===== src/rtl/mult_pipe_stage.sv =====
// mult_pipe_stage: elastic DEPTH-stage register chain for multiplier phase results
// Ports: clk; rst (async, active-low); flush (sync kill of in-flight entries);
//   in_valid/in_ready/in_data/in_done  upstream handshake, payload and done tag;
//   out_valid/out_ready/out_data/out_done  downstream handshake, payload and done tag;
//   occupancy  registered count of valid stages (0..DEPTH).
module mult_pipe_stage #(
   parameter int DATA_W = 65,
   parameter int DEPTH = 2,
   localparam int CNT_W = $clog2(DEPTH + 1)
) (
   input  logic              clk,
   input  logic              rst,
   input  logic              flush,
   input  logic              in_valid,
   output logic              in_ready,
   input  logic [DATA_W-1:0] in_data,
   input  logic              in_done,
   output logic              out_valid,
   input  logic              out_ready,
   output logic [DATA_W-1:0] out_data,
   output logic              out_done,
   output logic [CNT_W-1:0]  occupancy
);
   logic [DEPTH-1:0] v_q, v_d, t_q, t_d, adv, src_v, src_t;
   logic [DEPTH-1:0][DATA_W-1:0] d_q, d_d, src_d;
   logic [CNT_W-1:0] occ_q, occ_d;
   logic in_xfer, out_xfer, run;
   // A stage may advance when it or any stage downstream of it is empty, or the output drains.
   always_comb begin
      run = out_ready;
      adv = '0;
      for (int k = DEPTH - 1; k >= 0; k--) begin
         run = run | ~v_q[k];
         adv[k] = run;
      end
   end
   for (genvar i = 0; i < DEPTH; i++) begin : g_src
      if (i == 0) begin : g_in
         assign src_v[i] = in_valid;
         assign src_d[i] = in_data;
         assign src_t[i] = in_done;
      end else begin : g_prev
         assign src_v[i] = v_q[i-1];
         assign src_d[i] = d_q[i-1];
         assign src_t[i] = t_q[i-1];
      end
   end
   // Payload and tag only load under a valid source so bubbles leave them untouched.
   always_comb begin
      v_d = v_q;
      t_d = t_q;
      d_d = d_q;
      for (int k = 0; k < DEPTH; k++) begin
         if (adv[k]) begin
            v_d[k] = src_v[k];
            if (src_v[k] && !flush) begin
               d_d[k] = src_d[k];
               t_d[k] = src_t[k];
            end
         end
      end
      if (flush) v_d = '0;
   end
   assign in_xfer = in_valid & adv[0];
   assign out_xfer = v_q[DEPTH-1] & out_ready;
   assign occ_d = flush ? '0
                : (in_xfer & ~out_xfer) ? occ_q + CNT_W'(1)
                : (out_xfer & ~in_xfer) ? occ_q - CNT_W'(1)
                : occ_q;
   always_ff @(posedge clk or negedge rst) begin
      if (!rst) begin
         v_q <= '0;
         t_q <= '0;
         d_q <= '0;
         occ_q <= '0;
      end else begin
         v_q <= v_d;
         t_q <= t_d;
         d_q <= d_d;
         occ_q <= occ_d;
      end
   end
   assign in_ready = adv[0];
   assign out_valid = v_q[DEPTH-1];
   assign out_data = d_q[DEPTH-1];
   assign out_done = t_q[DEPTH-1];
   assign occupancy = occ_q;
endmodule


===== config.mk =====
export PLATFORM = sky130hd
export DESIGN_NAME = mult_pipe_stage
export DESIGN_NICKNAME = d
export VERILOG_FILES = /design/src/rtl/mult_pipe_stage.sv
export SDC_FILE = /design/constraint.sdc
export NUM_CORES = 1
export LEC_CHECK = 0
export CORE_MARGIN = 5
export CORE_UTILIZATION = 49
export CTS_CLUSTER_SIZE = 14
export DETAILED_ROUTE_END_ITERATION = 8
export GPL_TIMING_DRIVEN = 0
export PLACE_DENSITY = 0.8
export SLEW_MARGIN = 5
export SYNTH_ARGS = -nofsm -noshare
export SYNTH_HDL_FRONTEND = slang
export SYNTH_SLANG_ARGS = --single-unit

===== constraint.sdc =====
create_clock -name clk -period 1.8 [get_ports clk]
set_clock_uncertainty 0.05 [all_clocks]
set_input_delay 0.18 -clock clk [delete_from_list [all_inputs] [get_ports clk]]
set_output_delay 0.18 -clock clk [all_outputs]
set_load 0.05 [all_outputs]

## Yosys cells after proc, flatten, opt, wreduce, memory -nomap -nowiden

Cells that the tools add are included.
Widths: inputs -> output; s select.

- Multiplexer cells: 6
- $add $sub $neg: 2
- Bitwise operators: 10
- Reductions and logical operators: 8

Operators with widths:

| cell | number |
|---|---|
| $mux 2 | 4 |
| $and 1x1->1 | 4 |
| $not 1->1 | 4 |
| $reduce_and 2->1 | 2 |
| $reduce_bool 2->1 | 2 |
| $reduce_bool 3->1 | 1 |
| $add 2x1->2 const B | 1 |
| $logic_and 1x1->1 | 2 |
| $mux 1 | 2 |
| $or 1x1->1 | 2 |
| $sub 2x1->2 const B | 1 |
| $logic_not 1->1 | 1 |

- Output and inout port bits: 70
- Logic and storage cells: 33
- Bits of input ports: 71
- Flip-flop bits (word level): 136

## Logic depth before layout (Yosys ltp)

Gate-level depths: netlist of run 1.

- Word-level depth: 9
- Depth in mapped cells: 6

## Least setup slack after synthesis of run 1

Ideal clock, no wire load.

- Kind: reg2reg
- Start point: reg v_q[1]
- End point: reg d_q[0] (netlist name)
- Data required time: 1.623 ns
- Slack: -0.527 ns
- Stages on the path, launching flop included: 7
- Arrival: 2.149 ns
- Setup time: 0.127 ns
- Path through: dfrtp_1 -> nor2b_2 -> nand2_1 -> nand3b_1 -> buf_4 -> buf_6 -> mux2_1

- Longest elaborated chain between the ends: 4

Ends and longest elaborated chain:

| element | RTL line | source |
|---|---|---|
| start, declared | 24 | `logic [DEPTH-1:0] v_q, v_d, t_q, t_d, adv, src_v, src_t;` |
| start signal, assigned | 77 | `v_q <= v_d;` |
| $not 1->1 | 33 | `run = run \| ~v_q[k];` |
| $or 1x1->1 (2 in a row) | 33 |  |
| net in_ready | 15 | `output logic in_ready,` |
| $reduce_and 2->1 (no line) | n/a |  |
| end signal, assigned | 74 | `d_q <= '0;` |
| end signal, assigned | 79 | `d_q <= d_d;` |
| end, declared | 25 | `logic [DEPTH-1:0][DATA_W-1:0] d_q, d_d, src_d;` |

The timed path passes the listed nets, and every way through them passes these cells.
A chain may end at the register's enable or synchronous reset.

## Final worst setup path of run 1

- Start point: reg v_q[1]
- End point: reg d_q (netlist bit out_data[44])

- Longest elaborated chain between the ends: 3

Ends and longest elaborated chain:

| element | RTL line |
|---|---|
| $not 1->1 | 33 |
| $or 1x1->1 | 33 |
| $reduce_and 2->1 (no line) | n/a |

Every way passes these cells.

==> results.yml, run 1 <==
outcome:
  status: "finished, final reports clean"
timing:
  maxSlewHeadroom: 0.581
  whs_ns: 0.144
  tns_ns: 0
  period_needed_ns: 1.73
  worst_slack_ns: 0.0714
  max_freq_mhz: 579
  finalHoldViolCount: 0
  worstMarginPinSlew_ns: 0.629
  rsz0062_at_grt: "true"
  setup_viol: 0
  post-route-period-util: 0.960
  slew_violations: 0
power_and_ir_drop:
  pwr-share-comb: 0.333
  p_per_area_nw_per_um2: 1480
  max-vdd-ir-drop_v: 0.000802
  intPower_mw: 7.69
  p_seq_frac: 0.353
  power_mw: 11.6
  p_sw_frac: 0.336
  power_switching_mw: 3.89
  clkPwrFrac: 0.314
  leakage_nw: 3.61
layout:
  nets: 601
  utilization: 0.693
  antenna_cells: 0
  regArea_um2: 3400
  filler_cell_count: 817
  final_cells: 686
  final_area_um2: 7840
  multiInputGateArea_um2: 1650
  synthToLayoutAreaGrowth_pct: 39.3
  drive_gt1_frac: 0.315
grt:
  grt_max_degree: 74
  grt_usage: 0.168
  grt_overflow: 0
  grt_pass1_wl_um: 17600
  antenna_found_initial: 0
  grt_pass1_vias: 3574
clocking:
  clk_latency_ns: 0.40
  root_buffer: "clkbuf_16"
  cts_tree: "built"
  cts_buffer_depth: 2
  cts_buffers: 17
  clkSinkCount: 136
  clkTransAtPathRegs_ns: 0.06
  h-tree-depth: 4
routing:
  routed-wl-met2_um: 5660
  drtIter0Drc: 104
  wl_met1_um: 4250
  routed.top_layer: "met4"
  drc: 0
  routed_via_density: 4.78
  vias: 3279
  met3WireLength_um: 946
  dr.pass1.iters: 4
  wl_per_cell_um: 15.9
  drt_wl_total_um: 10900
  final_antenna_net_count: 0
yosys:
  ys_seq_elements: 136
  synth_top_area_share: 0.604
  synth_cells: 368
  yosys_warnings: 0
  synth.avg_cell_area_um2: 15.3
  synth_most_common_cell: "dfrtp_1"
  synth_cell_type_count: 24
  synth_area_leader_cell: "dfrtp_1"
  ys.flop_type: "dfrtp_1"
  synth_edf_count: 0
  synth.top_cells.by_area: "dfrtp_1 (60%), mux2_1 (16%), mux2_2 (10%), buf_4 (9.3%), buf_6 (0.80%)"
  synth_nets: 439
  async_reset_ff_frac: 1.00
  synth.cell_area_um2: 5630
  ys_top_cells_by_count: "dfrtp_1 (136), mux2_1 (80), buf_4 (70)"
  ys_seq_area_frac: 0.604
critical_path:
  critPathKind: "reg -> reg"
  crit_path_start_kind: "flop"
  critPathMaxStageDelay_ns: 0.42
  crit_path_end_kind: "flop"
  critPathTopFamily: "flip-flops"
  rr_startpoint: "v_q[1]$_DFFE_PN0P_"
  reg2reg_to: "out_data[44]$_DFFE_PN0P_"
  worstRegToRegCells: 5
  r2r_slack_ns: 0.07
  required_ns: 2.03
  cp_max_fo: 10
  cp_num_buf_inv: 2
  crit_path_top_delay_cell: "dfrtp_2"
  cp_cell_sequence: "nor2b_4 -> nor3b_4 -> buf_6 -> buf_4 -> mux2_1"
  crit_arrival_ns: 1.96
floorplan:
  die-area_um2: 13700
  die_h_um: 117
  initial_core_util: 0.497
  pin_count: 141
  num_rows: 39
  core_um2: 11300
  die_w_um: 117
job:
  drv_cap: 0
placed_design:
  place_congestion: 0.705
  dpl.hpwl_um: 7950
  pre_cts_ws_ns: -0.407
  portBuffers: 139
  dpl-instance-area_um2: 7250
  place_inst: 651
hold_path:
  holdPathStages: 2
  min_to: "v_q[1]$_DFFE_PN0P_"
  hp-class: "in -> reg"
  hold_start: "flush"
[layout make-up]
cell class | count | share of cell area
Tap cell | 143 | 0.0228
Clock inverter | 11 | 0.0217
Sequential cell | 136 | 0.434
Multi-Input combinational cell | 152 | 0.210
Buffer | 80 | 0.0791
Clock buffer | 21 | 0.0587
Timing Repair Buffer | 143 | 0.173
[registers in the layout, indices dropped and copies added (netlist names)]
name	flops
out_data	65
occupancy	2
v_q	2
d_q	65
t_q	2
[cell usage in the layout (no fill, tap or decap)]
master / Yosys / final
nor3b_1: 1 / 1
inv_6: 0 / 1
clkbuf_1: 1 / 3
nor4b_2: 1 / 1
clkinvlp_4: 0 / 3
clkbuf_8: 0 / 2
a32oi_1: 1 / 1
nand2_4: 0 / 1
buf_6: 4 / 10
nand3b_1: 1 / 1
or3b_1: 1 / 1
nor3_1: 1 / 1
a21o_1: 1 / 1
bufinv_16: 0 / 4
nand2b_1: 1 / 1
buf_2: 5 / 4
dfrtp_1: 136 / 135
dlygate4sd3_1: 0 / 1
a211o_1: 1 / 1
clkbuf_16: 0 / 17
mux2_2: 52 / 52
dfrtp_2: 0 / 1
o21ai_1: 1 / 1
mux2_1: 80 / 80
buf_16: 0 / 1
nor2b_4: 0 / 1
clkinv_4: 0 / 1
clkdlybuf4s15_2: 0 / 1
nor3b_4: 0 / 1
nor2b_1: 2 / 2
clkinv_2: 0 / 2
dlygate4sd2_1: 0 / 69
buf_4: 70 / 68
a21oi_1: 1 / 1
a221oi_1: 1 / 1
nor2_1: 3 / 3
clkdlybuf4s50_1: 0 / 68
[cells by family (layout without fill, tap and decap cells)]
group,after synthesis,in the layout,share of synthesized area
mux,132,132,0.264
compound gates,6,6,0.00778
flops,136,136,0.604
buf+inv,80,255,0.106
simple gates,14,14,0.0176
[power by group through the flow]
| stage | clock network [mW] | registers (mW) | logic [mW] |
|---|---|---|---|
| after detailed placement | 0 | 4.14 | 4.23 |
| after global routing | 3.87 | 4.18 | 4.06 |
| after floorplan | 0 | 4.08 | 2.93 |
| after global placement | 0 | 4.09 | 4.16 |
| after CTS | 3.72 | 4.10 | 3.91 |
| final | 3.64 | 4.09 | 3.86 |
[per-layer routing]
metal	global-route usage	vias to the layer above
met2	0.280	97
met1	0.195	1637
li1	-	1538
met4	0.0505	0
met5	0	-
met3	0.0751	7
[worst reg2reg max path: cells and delay by family (launching register included)]
| family | cells | cell delay, ns |
|---|---|---|
| buf+inv | 2 | 0.41 |
| simple gates | 2 | 0.39 |
| mux | 1 | 0.34 |
| flops | 1 | 0.42 |
[timing repair]
action / 4_1_cts / 5_1_grt
endpoints found under the setup margin: 110 / 6
gates resized for setup: 75 / 3
hold buffers: 1 / 0
buffers inserted: 0 / 2
hold endpoints to repair: 63 / 0
[worst max-delay path by stage]
stage	start	end	cells past startpoint
after CTS	v_q[1]$_DFFE_PN0P_	out_data[62]$_DFFE_PN0P_	5
after global placement	rst	v_q[1]$_DFFE_PN0P_	1
after detailed placement	out_ready	out_data[62]$_DFFE_PN0P_	6
after global routing	v_q[0]$_DFFE_PN0P_	occupancy[1]$_DFFE_PN0P_	4
final	v_q[1]$_DFFE_PN0P_	out_data[44]$_DFFE_PN0P_	5
after floorplan	v_q[1]$_DFFE_PN0P_	d_q[0]$_DFFE_PN0P_	6
No activity file was read; power rests on OpenSTA's default activity.
==> inputs of run 2 (changes only) <==
--- a/config.mk
+++ b/config.mk
@@ -7,6 +7,7 @@
 export LEC_CHECK = 0
 export CORE_MARGIN = 5
 export CORE_UTILIZATION = 49
+export CTS_CLUSTER_DIAMETER = 150
 export CTS_CLUSTER_SIZE = 14
 export DETAILED_ROUTE_END_ITERATION = 8
 export GPL_TIMING_DRIVEN = 0
==> results of run 2 <==
The final DEF is identical to that of run 1; final timing and power are the same.
==> inputs of run 3 (changes only) <==
--- a/config.mk
+++ b/config.mk
@@ -12,6 +12,7 @@
 export DETAILED_ROUTE_END_ITERATION = 8
 export GPL_TIMING_DRIVEN = 0
 export PLACE_DENSITY = 0.8
+export SKIP_CTS_REPAIR_TIMING = 1
 export SLEW_MARGIN = 5
 export SYNTH_ARGS = -nofsm -noshare
 export SYNTH_HDL_FRONTEND = slang
==> run 3 against run 2 <==
Against the previous run:
- sequential power hardly changed
- combinational power up 7.3%
- critical path depth down 2
- critical path type is now reg -> out
- largest power group is now combinational cells
- highest routed layer unchanged
==> results.yml, run 3 (synthesized netlist as in run 1, its figures left out) <==
placed_design:
  place_congestion: 0.705
  portBuffers: 139
  dpl.hpwl_um: 7950
  pre_cts_ws_ns: -0.407
  place_inst: 651
  dpl-instance-area_um2: 7250
timing:
  slew_violations: 0
  finalHoldViolCount: 0
  worst_slack_ns: 0.0673
  post-route-period-util: 0.963
  setup_viol: 0
  maxSlewHeadroom: 0.607
  worstMarginPinSlew_ns: 0.590
  period_needed_ns: 1.73
  max_freq_mhz: 577
layout:
  final_cell_mix: "dfrtp_1 (135), mux2_1 (80), dlymetal6s2s_1 (70)"
  final_cells: 688
  final_area_um2: 8130
  nets: 603
  utilization: 0.718
  antenna_cells: 0
  synthToLayoutAreaGrowth_pct: 44.3
  final_common_cell: "dfrtp_1"
  drive_gt1_frac: 0.316
outcome:
  status: "finished, final reports clean"
grt:
  grt_max_degree: 74
  antenna_found_initial: 0
  grt_usage: 0.167
  grt_overflow: 0
  grt_pass1_wl_um: 17600
  grt_pass1_vias: 3550
critical_path:
  r2r_slack_ns: 0.10
  endpoint: "in_ready"
  required_ns: 1.57
  rr_startpoint: "v_q[1]$_DFFE_PN0P_"
  crit_arrival_ns: 1.50
  startpoint: "v_q[1]$_DFFE_PN0P_"
  crit_path_start_kind: "flop"
  reg2reg_to: "d_q[25]$_DFFE_PN0P_"
  cp_max_fo: 5
  critPathKind: "reg -> out"
  worstRegToRegCells: 6
  crit_path_end_kind: "primary output"
power_and_ir_drop:
  leakage_nw: 4.21
  p_per_area_nw_per_um2: 1460
  power_mw: 11.9
  max-vdd-ir-drop_v: 0.000845
routing:
  met3WireLength_um: 1010
  routed.top_layer: "met4"
  drt_wl_total_um: 11200
  drtIter0Drc: 129
  wl_met1_um: 4370
  final_antenna_net_count: 0
  drc: 0
  wl_per_cell_um: 16.2
  routed_via_density: 4.80
  dr.pass1.iters: 4
  vias: 3302
  routed-wl-met2_um: 5730
clocking:
  clk_latency_ns: 0.40
  h-tree-depth: 4
  cts_tree: "built"
  clkTransAtPathRegs_ns: 0.05
  cts_buffers: 17
  cts_buffer_depth: 2
  clkSinkCount: 136
  root_buffer: "clkbuf_16"
floorplan:
  pin_count: 141
  die_h_um: 117
  num_rows: 39
  die-area_um2: 13700
  die_w_um: 117
  initial_core_util: 0.497
  core_um2: 11300
hold_path:
  hp-class: "in -> reg"
job:
  drv_cap: 0
-- run 3: how the worst min path moves through the flow --
stage                     slack [ns]  cells after the start                 from                       end
after floorplan                -0.17                      0                  rst        d_q[0]$_DFFE_PN0P_
after global placement          0.42                      1  d_q[36]$_DFFE_PN0P_  out_data[36]$_DFFE_PN0P_
after detailed placement        0.15                      1                  rst  out_data[39]$_DFFE_PN0P_
after CTS                      -0.29                      1                  rst  out_data[42]$_DFFE_PN0P_
after global routing            0.19                      2                flush        v_q[0]$_DFFE_PN0P_
final                           0.15                      2                flush        v_q[1]$_DFFE_PN0P_
-- run 3: stage by stage --
| stage | hold slack, ns | setup TNS (ns) |
|---|---|---|
| final | 0.148 | 0 |
| after global routing | 0.189 | -0.00125 |
| after CTS | -0.290 | -12.25 |
| after detailed placement | 0.151 | -28.95 |
| after global placement | 0.417 | -637.06 |
| after floorplan | -0.166 | -2.25 |
-- run 3: cell type report --
cell class / instances / area (µm²)
tap: 143 / 179
clock inverter: 11 / 170
multi-input combinational: 152 / 1650
clock buffer: 21 / 460
timing repair buffer: 145 / 1640
sequential: 136 / 3400
fill: 755 / 3200
buffer: 80 / 628
-- run 3: per-layer routing --
metal  up-vias  GRT usage
li1       1542          -
met1      1654      0.198
met5         -          0
met4         0     0.0505
met3         7     0.0751
met2        99      0.276
-- run 3: critical path: stages, from the launching register on --
cell and delay [ns]:
dfrtp_2 0.42, nor2b_4 0.16, nand2_4 0.07, dlymetal6s2s_1 0.45
-- run 3: power breakdown --
group / internal [mW] / switching (mW) / total (mW)
clock network: 2.39 / 1.26 / 3.65
logic: 1.83 / 2.31 / 4.14
registers: 3.75 / 0.342 / 4.09
